`config.mk`:
```
export PLATFORM = sky130hd
export DESIGN_NAME = serial_adder_flat
export DESIGN_NICKNAME = d
export VERILOG_FILES = /design/src/rtl/serial_adder_if.sv /design/src/rtl/serial_adder.sv /design/src/flat_wrapper.sv
export SDC_FILE = /design/constraint.sdc
export NUM_CORES = 1
export LEC_CHECK = 0
export CAP_MARGIN = 25
export CORE_MARGIN = 2
export CORE_UTILIZATION = 55
export CTS_BUF_LIST = sky130_fd_sc_hd__clkbuf_2
export CTS_CLUSTER_SIZE = 40
export DETAILED_ROUTE_END_ITERATION = 8
export PLACE_DENSITY_LB_ADDON = 0.12
export SLEW_MARGIN = 0
export SYNTH_ARGS = -nofsm -noshare
export SYNTH_HDL_FRONTEND = slang
export SYNTH_SLANG_ARGS = --single-unit
```
`constraint.sdc`:
```
create_clock -name clk -period 3.4 [get_ports clk]
set_input_delay 0.34 -clock clk [delete_from_list [all_inputs] [get_ports clk]]
set_output_delay 0.34 -clock clk [all_outputs]
set_load 0.02 [all_outputs]
```
`src/rtl/serial_adder_if.sv`:
```
// Request/result bundle between a serial_adder and whoever drives it.
// The master supplies operands and start; the slave returns status and result.
interface serial_adder_if #(
    parameter int WIDTH = 8
);
    logic             start;
    logic [WIDTH-1:0] A;
    logic [WIDTH-1:0] B;
    logic             Cin;
    logic             busy;
    logic             done;
    logic [WIDTH-1:0] Sum;
    logic             Cout;

    modport master (
        output start, A, B, Cin,
        input  busy, done, Sum, Cout
    );

    modport slave (
        input  start, A, B, Cin,
        output busy, done, Sum, Cout
    );
endinterface

```
`src/rtl/serial_adder.sv`:
```
// Bit-serial adder: one full-adder cell plus a carry flop, one bit per clock,
// LSB first; the result is registered and flagged with a one-cycle done pulse.
module serial_adder_fa (
    input  logic a,
    input  logic b,
    input  logic ci,
    output logic s,
    output logic co
);
    assign s  = a ^ b ^ ci;
    assign co = (a & b) | (a & ci) | (b & ci);
endmodule

module serial_adder #(
    parameter int WIDTH = 8
) (
    input  logic           clk,
    input  logic           rst,
    serial_adder_if.slave  bus
);
    localparam int CW = (WIDTH > 1) ? $clog2(WIDTH) : 1;
    localparam logic [CW-1:0] LAST = CW'(WIDTH - 1);

    typedef enum logic {IDLE, ADD} state_t;

    state_t           state;
    logic [WIDTH-1:0] opa, opb, acc, sum_q;
    logic [CW-1:0]    cnt;
    logic             carry, cout_q, busy_q, done_q;
    logic             s, co;

    serial_adder_fa u_fa (
        .a  (opa[0]),
        .b  (opb[0]),
        .ci (carry),
        .s  (s),
        .co (co)
    );

    always_ff @(posedge clk) begin
        if (rst) begin
            state  <= IDLE;
            opa    <= '0;
            opb    <= '0;
            acc    <= '0;
            cnt    <= '0;
            carry  <= 1'b0;
            sum_q  <= '0;
            cout_q <= 1'b0;
            busy_q <= 1'b0;
            done_q <= 1'b0;
        end else begin
            done_q <= 1'b0;
            case (state)
                IDLE: begin
                    if (bus.start) begin
                        opa    <= bus.A;
                        opb    <= bus.B;
                        carry  <= bus.Cin;
                        cnt    <= '0;
                        busy_q <= 1'b1;
                        state  <= ADD;
                    end
                end
                ADD: begin
                    carry <= co;
                    acc   <= {s, acc[WIDTH-1:1]};
                    opa   <= {1'b0, opa[WIDTH-1:1]};
                    opb   <= {1'b0, opb[WIDTH-1:1]};
                    // Last bit: publish straight from the cell outputs so the
                    // result lands on the same edge as the final shift.
                    if (cnt == LAST) begin
                        sum_q  <= {s, acc[WIDTH-1:1]};
                        cout_q <= co;
                        done_q <= 1'b1;
                        busy_q <= 1'b0;
                        state  <= IDLE;
                    end else begin
                        cnt <= cnt + 1'b1;
                    end
                end
                default: state <= IDLE;
            endcase
        end
    end

    assign bus.busy = busy_q;
    assign bus.done = done_q;
    assign bus.Sum  = sum_q;
    assign bus.Cout = cout_q;
endmodule

```
`src/flat_wrapper.sv`:
```
// flat-port wrapper written by rule: the top's interface ports become plain ports
module serial_adder_flat 
#(
    parameter int WIDTH = 8
)
  (clk, rst, bus_start, bus_A, bus_B, bus_Cin, bus_busy, bus_done, bus_Sum, bus_Cout);
  serial_adder_if #(.WIDTH(WIDTH)) bus_i ();
  input  logic clk;
  input  logic rst;
  input wire logic [$bits(bus_i.start)-1:0] bus_start;
  input wire logic [$bits(bus_i.A)-1:0] bus_A;
  input wire logic [$bits(bus_i.B)-1:0] bus_B;
  input wire logic [$bits(bus_i.Cin)-1:0] bus_Cin;
  output wire logic [$bits(bus_i.busy)-1:0] bus_busy;
  output wire logic [$bits(bus_i.done)-1:0] bus_done;
  output wire logic [$bits(bus_i.Sum)-1:0] bus_Sum;
  output wire logic [$bits(bus_i.Cout)-1:0] bus_Cout;
  assign bus_i.start = bus_start;
  assign bus_i.A = bus_A;
  assign bus_i.B = bus_B;
  assign bus_i.Cin = bus_Cin;
  assign bus_busy = bus_i.busy;
  assign bus_done = bus_i.done;
  assign bus_Sum = bus_i.Sum;
  assign bus_Cout = bus_i.Cout;
  serial_adder #(.WIDTH(WIDTH)) u_core (.clk(clk), .rst(rst), .bus(bus_i));
endmodule
```
==> results.json <==
{
  "status": "completed",
  "coreArea_um2": 2810,
  "synth.largest_area_cell": "dfxtp_1",
  "power_density_nw_per_um2": 394,
  "pwr-share-clk_pct": 25.1,
  "cts_num_sinks": 39,
  "tightest_slew_ns": 0.504,
  "cts_setup_buffers": 0,
  "finalSetupViolCount": 0,
  "cts_tree": "built",
  "grt_antenna_before_repair": 0,
  "globalRouteMet1Util_pct": 21.6,
  "finClkSkew_ns": 0.0147,
  "required_ns": 3.06,
  "gr-usage-met3_pct": 4.59,
  "reg2reg_to": "u_core.bus.Sum[2]$_SDFFE_PP0P_",
  "synth_nets": 204,
  "post_cts_resized": 0,
  "ys_top_cells_by_count": "dfxtp_1 (39), nand2_1 (35), mux2i_1 (25)",
  "r2r_start": "u_core.cnt[0]$_SDFFE_PP0P_",
  "numCtsBuffers": 5,
  "htreeDepth": 2,
  "endpoint_kind": "primary output",
  "timing.critical_path.from_type": "flop",
  "portBuffers": 30,
  "cap_viol_max_count": 0,
  "pwr-share-seq_pct": 62.5,
  "hold_ws_ns": 0.469,
  "met2_usage_pct": 32.9,
  "worstPathMaxFanout": 3,
  "yosysSeqAreaShare_pct": 46.9,
  "synth.avg_cell_area_um2": 9.25,
  "setup_tns_ns": 0,
  "worstPathCellList": "clkdlybuf4s50_1",
  "die-area_um2": 3480,
  "cp_slowest_cell": "clkdlybuf4s50_1",
  "synth.area.top_cells": "dfxtp_1 (47%), mux2i_1 (15%), nand2_1 (7.9%)",
  "critPathBufInv": 1,
  "antenna_cells": 0,
  "hold_violations": 0,
  "worst-r2r-setup-slack_ns": 1.84,
  "combPwrFrac_pct": 12.4,
  "vias": 1274,
  "synth-edff-count": 0,
  "crit_type": "flop to primary output",
  "reg2reg_depth": 5,
  "layout-drive-gt1-share_pct": 7.18,
  "finalMaxSlewViolations": 0,
  "synth.distinct_cells": 23,
  "synthCells": 180,
  "ir_drop_mv": 0.263,
  "p_sw_uw": 200,
  "die_h_um": 59.0,
  "dr.pass1.iters": 5,
  "grt_pass1_wl_mm": 4.93,
  "grt_usage_pct": 18.6,
  "timing.fmax_mhz": 577,
  "grt_pass1_vias": 1183,
  "p_int_uw": 583,
  "clkTransAtPathRegs_ns": 0.19,
  "area_growth_pct": 19.5,
  "first_iter_violations": 60,
  "gp_congestion": 0.726,
  "route.detailed.drc": 0,
  "synth_warnings": 0,
  "ant_nets": 0,
  "busiest_layer": "met2",
  "fin_crit_ns": 1.73,
  "viasPerCell": 5.31,
  "wl_mm": 2.91,
  "synth_top_flop_cell": "dfxtp_1",
  "cts_max_path_buffers": 2,
  "overflow": 0,
  "yosysMostFrequentCell": "dfxtp_1",
  "sw_frac_of_total_pct": 25.5,
  "die_w_um": 59.0,
  "leakagePower_nw": 0.776,
  "rsz0062_at_grt": "false",
  "final_nets": 232,
  "hold_path_startpoint": "u_core.bus.Sum[7]$_SDFFE_PP0P_",
  "dpl.hpwl_mm": 2.02,
  "syn_area_um2": 1670,
  "start_util_pct": 59.4,
  "drt-wirelength-per-cell_um": 12.1,
  "total_power_uw": 783,
  "fp-row-count": 19,
  "clockRootBuffer": "clkbuf_2",
  "netlist.area_leader.share_pct": 46.9,
  "fin_crit_sh_pct": 51.0,
  "crit_path_max_incr_delay_ns": 0.62,
  "min_to": "u_core.bus.Sum[7]$_SDFFE_PP0P_",
  "relSlewSlack_pct": 66.3,
  "pin_count": 31,
  "holdPathStages": 2,
  "cts.hold.buffers_added": 0,
  "synth_seq_cells": 39,
  "worstPathArrival_ns": 1.39,
  "hp-class": "flop to flop",
  "clock_latency_ns": 0.37,
  "grt_max_degree": 40,
  "synth_async_sr_flop_share_pct": 0,
  "cp_top_family": "buffers and inverters"
}
sequential cells by signal, summed over array words and instances (netlist names):
signal,count
u_core.bus.busy,1
u_core.bus.done,1
u_core.state,1
u_core.acc,7
u_core.bus.Cout,1
u_core.opa,8
u_core.carry,1
u_core.cnt,3
u_core.bus.Sum,8
u_core.opb,8
cells in the final DEF (no fill, tap or decap), drive strengths merged:
cell type      count
nor3b              1
nor3               3
dfxtp             39
nor2b             15
nor2              10
inv                1
fa                 1
clkinv             1
clkbuf             6
nand3b             1
o21ai             16
nand2             35
xnor2              1
buf                3
clkdlybuf4s50     30
mux2i             25
a21oi             13
nand2b             1
clkinvlp           1
o21bai             1
and2               1
a211oi             1
ha                 3
routing by layer:
layer	share of wire, %	routed length [um]
met5	0	0
met4	0.48	14
met3	4.4	129
met2	48	1400
met1	47	1370
worst max-delay path by stage:
stage               cells past startpoint                             end  slack [ns]                         start
floorplan                               6  u_core.bus.Sum[5]$_SDFFE_PP0P_        2.09    u_core.cnt[0]$_SDFFE_PP0P_
global placement                        4      u_core.opa[0]$_SDFFE_PP0P_        1.19                     bus_start
detailed placement                      5      u_core.opb[1]$_SDFFE_PP0P_        1.47                     bus_start
CTS                                     1                        bus_busy        1.63  u_core.bus.busy$_SDFFE_PP0P_
global route                            1                        bus_busy        1.58  u_core.bus.busy$_SDFFE_PP0P_
finish                                  1                        bus_busy        1.67  u_core.bus.busy$_SDFFE_PP0P_
worst min-delay path: cells and delay by family, from the launching register on:
kind	cells	cell delay, ns
compound gates	1	0.05
flops	1	0.35
simple gates	1	0.05
power groups by stage:
| stage | clock, mW | combinational (mW) | sequential [mW] |
|---|---|---|---|
| global placement | 0 | 0.0942 | 0.498 |
| floorplan | 0 | 0.0709 | 0.494 |
| detailed placement | 0 | 0.0975 | 0.499 |
| CTS | 0.206 | 0.0983 | 0.490 |
| finish | 0.196 | 0.0972 | 0.490 |
| global route | 0.223 | 0.108 | 0.492 |
cell families (layout without fill, tap and decap cells):
kind of cell	Yosys count	in the layout	synth area share, %
compound gates	31	31	9.92
buf+inv	13	42	5.56
fa+ha+maj	4	4	3.46
xor+xnor	1	1	0.526
flops	39	39	46.9
mux	25	25	15.0
simple gates	67	67	18.6
through the flow:
stage	util [%]	instances	setup slack (ns)	instance area [um2]
after global routing	70.9	240	1.58	1990
after global placement	68.9	231	1.19	1930
final	70.9	240	1.67	1990
after detailed placement	69.4	232	1.47	1950
after CTS	70.9	240	1.63	1990
after floorplan	-	180	2.09	1670
cell type report:
cell class | instances | area [um2]
fill | 241 | 816
multi-input combinational | 128 | 792
sequential | 39 | 782
timing repair buffer | 33 | 330
tap | 31 | 38.8
clock buffer | 6 | 30.0
clock inverter | 2 | 12.5
inverter | 1 | 3.75
Note: power is estimated with default switching activity, not from simulation.
==> RTL change 1, RTL diff (config.mk and constraints unchanged) <==
`WIDTH` is set to 8 in 3 places; all go to 4.
--- a/src/rtl/serial_adder_if.sv
+++ b/src/rtl/serial_adder_if.sv
@@ -1,7 +1,7 @@
 // Request/result bundle between a serial_adder and whoever drives it.
 // The master supplies operands and start; the slave returns status and result.
 interface serial_adder_if #(
-    parameter int WIDTH = 8
+    parameter int WIDTH = 4
 );
     logic             start;
     logic [WIDTH-1:0] A;
--- a/src/rtl/serial_adder.sv
+++ b/src/rtl/serial_adder.sv
@@ -12,7 +12,7 @@
 endmodule
 
 module serial_adder #(
-    parameter int WIDTH = 8
+    parameter int WIDTH = 4
 ) (
     input  logic           clk,
     input  logic           rst,
--- a/src/flat_wrapper.sv
+++ b/src/flat_wrapper.sv
@@ -1,7 +1,7 @@
 // flat-port wrapper written by rule: the top's interface ports become plain ports
 module serial_adder_flat 
 #(
-    parameter int WIDTH = 8
+    parameter int WIDTH = 4
 )
   (clk, rst, bus_start, bus_A, bus_B, bus_Cin, bus_busy, bus_done, bus_Sum, bus_Cout);
   serial_adder_if #(.WIDTH(WIDTH)) bus_i ();
Interface: changed (resized bus_A, bus_B and bus_Sum); port bits go from 31 to 19. No check against the original RTL was run, so the function may have changed too.
==> RTL change 1 against the unedited design <==
  * Worst setup slack improved by 0.044 ns
  * Cell area is 45% lower
  * Synthesized area decreased by 44%
  * Count of clock-buffer cells in the layout is 3 lower
  * Combinational power is 42% lower
  * Wire length fell by 45%
  * Synthesized cell count is 45% lower
  * Sequential cell count down 17
  * Clock power is 50% lower
  * Critical endpoint is now u_core.bus.Sum[1]
  * Largest cell class is now sequential cells
  * Total power is 44% lower
  * Utilization increased by 0.59 points
  * Cell count fell by 46%
==> RTL change 1: results (changes against the unedited design) <==
status: "complete, no violations"
slew_headroom_pct: 34.2  # -32 points
crit_arrival_ns: 1.87  # +0.48 ns
synth_compound_area_share_pct: 9.70  # -0.21 points
pwr-share-clk_pct: 22.4  # -2.7 points
r2r-start: "u_core.state"
place.gp.congestion: 0.678  # -6.6%
grt_usage_pct: 18.9  # +0.37 points
first_global_vias: 650  # -45%
path_max_fanout: 31  # +28
synth_fp_nets: 113  # -45%
critPathMaxStageDelay_ns: 1.01  # +0.39 ns
p_seq_uw: 284  # -42%
r2r_slack_ns: 1.71  # -0.13 ns
synth_top_flop_cell: "dfxtp_1"
holdPathEnd: "u_core.bus.Sum[0]"
path_class: "flip-flop to flip-flop"
grt_pass1_wl_mm: 2.70  # -45%
fin_skew_ns: 0.00665  # -0.00803 ns
synth_xor_area_share_pct: 0.943  # +0.42 points
synth_cell_type_count: 24  # +4.3%
timing.rr.end: "u_core.bus.Sum[1]"
cellLeakagePower_uw: 0.000421  # -46%
synth_mux_area_share_pct: 15.2  # +0.20 points
drive_gt1_share_pct: 5.26  # -1.9 points
synth_common_cells: "dfxtp_1, mux2i_1, nand2_1, a21oi_1, nor2b_1"
dr.pass1.iters: 4  # -1
wl_per_cell_um: 12.4  # +1.9%
synthTopCellsByArea: "dfxtp_1, mux2i_1, nand2_1, nor2b_1, a21oi_1"
vias_per_cell: 5.24  # -1.3%
finalNetCount: 129  # -44%
clk_latency_ns: 0.31  # -0.06 ns
yosysSeqAreaShare_pct: 47.4  # +0.56 points
io_buffers: 18  # -40%
synthAdderAreaFrac_pct: 3.50  # +0.048 points
hold_start: "u_core.bus.Sum[0]"
numCtsBuffers: 3  # -2
nFillCells: 125  # -48%
drtIter0Drc: 4  # -93%
hpwl_mm: 1.13  # -44%
ir_drop_uv: 221  # -16%
critical_path.top_delay_family: "flip-flops"
r2r_cells: 3  # -2
cpMaxStageDelayCell: "dfxtp_1"
grt_start_max_net_pins: 32  # -20%
power.net_switching_uw: 109  # -45%
h-tree-depth: 1  # -1
RTL change 1: cell types whose count changed in the layout (fill, tap and decap cells not counted), moves of 2 or more:
cell,change
nand2_1,-22
clkdlybuf4s50_1,-12
mux2i_1,-12
o21ai_1,-10
nand3_1,+5
buf_4,-2
clkbuf_2,-3
ha_1,-2
a21oi_1,-5
dfxtp_1,-16
nor2b_1,-8
nor2_1,-5
RTL change 1: cell type report:
cell class	instances	area [sq um]	share of cell area, %
inverters	1	3.75	0.341
flip-flops and latches	22	440	40.0
repair buffers	18	180	16.3
clock buffers	3	15.0	1.36
clock inverters	1	3.75	0.341
well taps	16	20.0	1.82
multi-input cells	69	439	39.8
RTL change 1: logic make-up after synthesis:
group / count (synthesis)
simple gates: 35
flops: 22
compound gates: 17
mux: 14
buf+inv: 8
fa+ha+maj: 2
xor+xnor: 1
RTL change 1: routing by layer:
metal	global-route usage (%)	share of wire (%)	vias to the layer above
met5	0	0	-
met4	10.6	1.1	0
met3	3.60	4.4	2
met2	31.7	49	13
met1	22.6	45	302
li1	-	-	364
RTL change 1: worst reg2reg max path, cell delays in order (launching register included):
cell	delay [ns]
dfxtp_1	1.01
nand2_1	0.32
nand2_1	0.16
a21oi_1	0.08
RTL change 1: stage by stage:
stage	setup slack (ns)	hold slack (ns)	total power [uW]	cell area (sq um)	cells
3_3_place_gp	1.55	0.443	344	1080	126
5_1_grt	1.46	0.497	461	1100	130
6_report	1.71	0.474	438	1100	130
3_5_place_dp	1.53	0.451	346	1080	126
2_1_floorplan	2.31	0.412	326	928	99
4_1_cts	1.70	0.474	444	1100	130
==> RTL change 2, RTL diff (same settings) <==
Made on the original files. Make the reset (`rst`) asynchronous in one clocked block.
--- a/src/rtl/serial_adder.sv
+++ b/src/rtl/serial_adder.sv
@@ -37,7 +37,7 @@
         .co (co)
     );
 
-    always_ff @(posedge clk) begin
+    always_ff @(posedge clk or posedge rst) begin
         if (rst) begin
             state  <= IDLE;
             opa    <= '0;
Function: differs if rst is asserted again (counterexample within 4 cycles, from zero or initial values and one cycle with rst high); with rst held inactive, the same outputs for 10 cycles.
==> RTL change 2 against the unedited design <==
  * Wire length shrank 7.6%
  * Die area grew 2.9%
  * Worst setup slack got worse by 0.0017 ns
  * Cell area rose by 3.0%
  * Clock skew is 0.0012 ns lower
  * Sequential cell count is the same
  * Synthesized area rose by 3.1%
  * Cell count shrank 17%
  * Critical path type unchanged
  * Largest cell class is now sequential cells
Power is not compared: it rests on default switching activity, and its combinational part moved more than twofold at a synthesized area within 25%.
==> RTL change 2: results (changes against the unedited design) <==
postSynthAreaPerCell_sq_um: 12.9  # +40%
grt_usage_pct: 18.4  # -0.16 points
grt_start_max_net_pins: 41  # +2.5%
wl_per_cell_um: 13.5  # +11%
place.gp.congestion: 0.727  # +0.12%
nFillCells: 246  # +2.1%
root_buffer: "clkbuf_2"
clk_pin_slew_ns: 0.18
hp-class: "input pin to async pin"
dr.pass1.iters: 4  # -1
path_max_fanout: 3  # unchanged
r2r_cells: 3  # -2
placed_cell_area_sq_um: 2010  # +3.3%
post_layout_nonfiller_instances: 199  # -17%
hpwl_mm: 1.91  # -5.3%
p_int_uw: 1090
vias: 1062  # -17%
status: "complete, no violations"
grt_pass1_wl_mm: 4.87  # -1.1%
drive_gt1_share_pct: 16.3  # +9.1 points
critical_path.top_delay_family: "buffers and inverters"
crit_arrival_ns: 1.39  # about the same
r2r-start: "u_core.state"
io_buffers: 30  # unchanged
antenna_found_initial: 0  # unchanged
clk_latency_ns: 0.37  # about the same
timing.rr.end: "u_core.bus.Sum[7]"
synth_cell_type_count: 20  # -13%
critPathMaxStageDelay_ns: 0.62  # about the same
pre_cts_slack_ns: 1.80  # +0.322 ns
fin_skew_ns: 0.0134  # -0.00125 ns
finalNetCount: 189  # -19%
h-tree-depth: 2  # unchanged
cellLeakagePower_uw: 0.000987
clockBufferDepth: 2  # unchanged
multi_input_area_sq_um: 656  # -17%
ir_drop_uv: 334
worstMarginPinSlew_ns: 0.675  # +0.171 ns
yosys_warnings: 0  # unchanged
drtIter0Drc: 57  # -5.0%
post_cts_resize_count: 0  # unchanged
async_flop_share_pct: 100  # +100 points
cpMaxStageDelayCell: "clkdlybuf4s50_1"
synth_common_cells: "dfrtp_1, mux2i_1, mux2_2, nand2_1, o21ai_0"
numCtsBuffers: 5  # unchanged
synthTopCellsByArea: "dfrtp_1, mux2i_1, mux2_2, o21ai_0, buf_6"
synth_fp_nets: 157  # -23%
n_antenna_cell: 0  # unchanged
yosysSeqAreaShare_pct: 56.9  # +10 points
post_cts_buffers: 0  # unchanged
RTL change 2: cell types whose count changed in the layout (fill, tap and decap cells not counted), sizes merged, moves of 3 or more:
cell	change
mux2	+17
mux2i	-5
dfrtp	+39
nor3	-3
a21oi	-13
nor2b	-15
nor2	-6
nand2	-19
dfxtp	-39
inv	+3
RTL change 2: worst max-delay path by stage:
| stage | start | endpoint | slack (ns) | cells after the start |
|---|---|---|---|---|
| after floorplan | u_core.cnt[0] | u_core.cnt[2] | 1.88 | 5 |
| after detailed placement | u_core.state | u_core.bus.Sum[2] | 1.80 | 3 |
| final | u_core.bus.busy | bus_busy | 1.67 | 1 |
| after global placement | bus_start | u_core.opb[6] | 1.85 | 4 |
| after CTS | u_core.bus.busy | bus_busy | 1.64 | 1 |
| after global routing | u_core.bus.busy | bus_busy | 1.59 | 1 |
RTL change 2: metal layers:
metal / up-vias / share of wire [%] / GRT usage (%)
met5: - / 0 / 0
met4: 0 / 1.6 / 6.67
met3: 5 / 5.2 / 5.84
met2: 24 / 52 / 32.1
met1: 516 / 41 / 21.0
li1: 517 / - / -
RTL change 2: cell families (layout without fill, tap and decap cells):
family,count (synthesis),in the layout,share of synthesized area (%)
AO/OA/AOI/OAI,18,18,5.69
buffers and inverters,12,45,4.96
multiplexers,37,37,23.0
flip-flops,39,39,56.9
AND/OR/NAND/NOR,22,22,5.61
adder cells (fa/ha/maj),4,4,3.35
XOR/XNOR,1,1,0.510
RTL change 2: area by class of cell:
type / instances / share of cell area (%)
flip-flops and latches: 39 / 47.6
multi-input cells: 82 / 32.0
repair buffers: 33 / 15.8
well taps: 33 / 2.02
clock buffers: 6 / 1.47
inverters: 4 / 0.733
clock inverters: 2 / 0.367
RTL change 2: power by group through the flow:
stage / Clock, uW / Combinational [uW] / Sequential [uW]
after floorplan: 0 / 466 / 833
after global placement: 0 / 672 / 794
after detailed placement: 0 / 700 / 810
after CTS: 196 / 701 / 798
after global routing: 218 / 769 / 822
final: 185 / 686 / 793
RTL change 2: per-stage QoR:
stage / power, uW / hold WS, ns
after CTS: 1700 / 0.333
final: 1660 / 0.336
after global placement: 1470 / 0.464
after floorplan: 1300 / 0.452
after global routing: 1810 / 0.366
after detailed placement: 1510 / 0.480
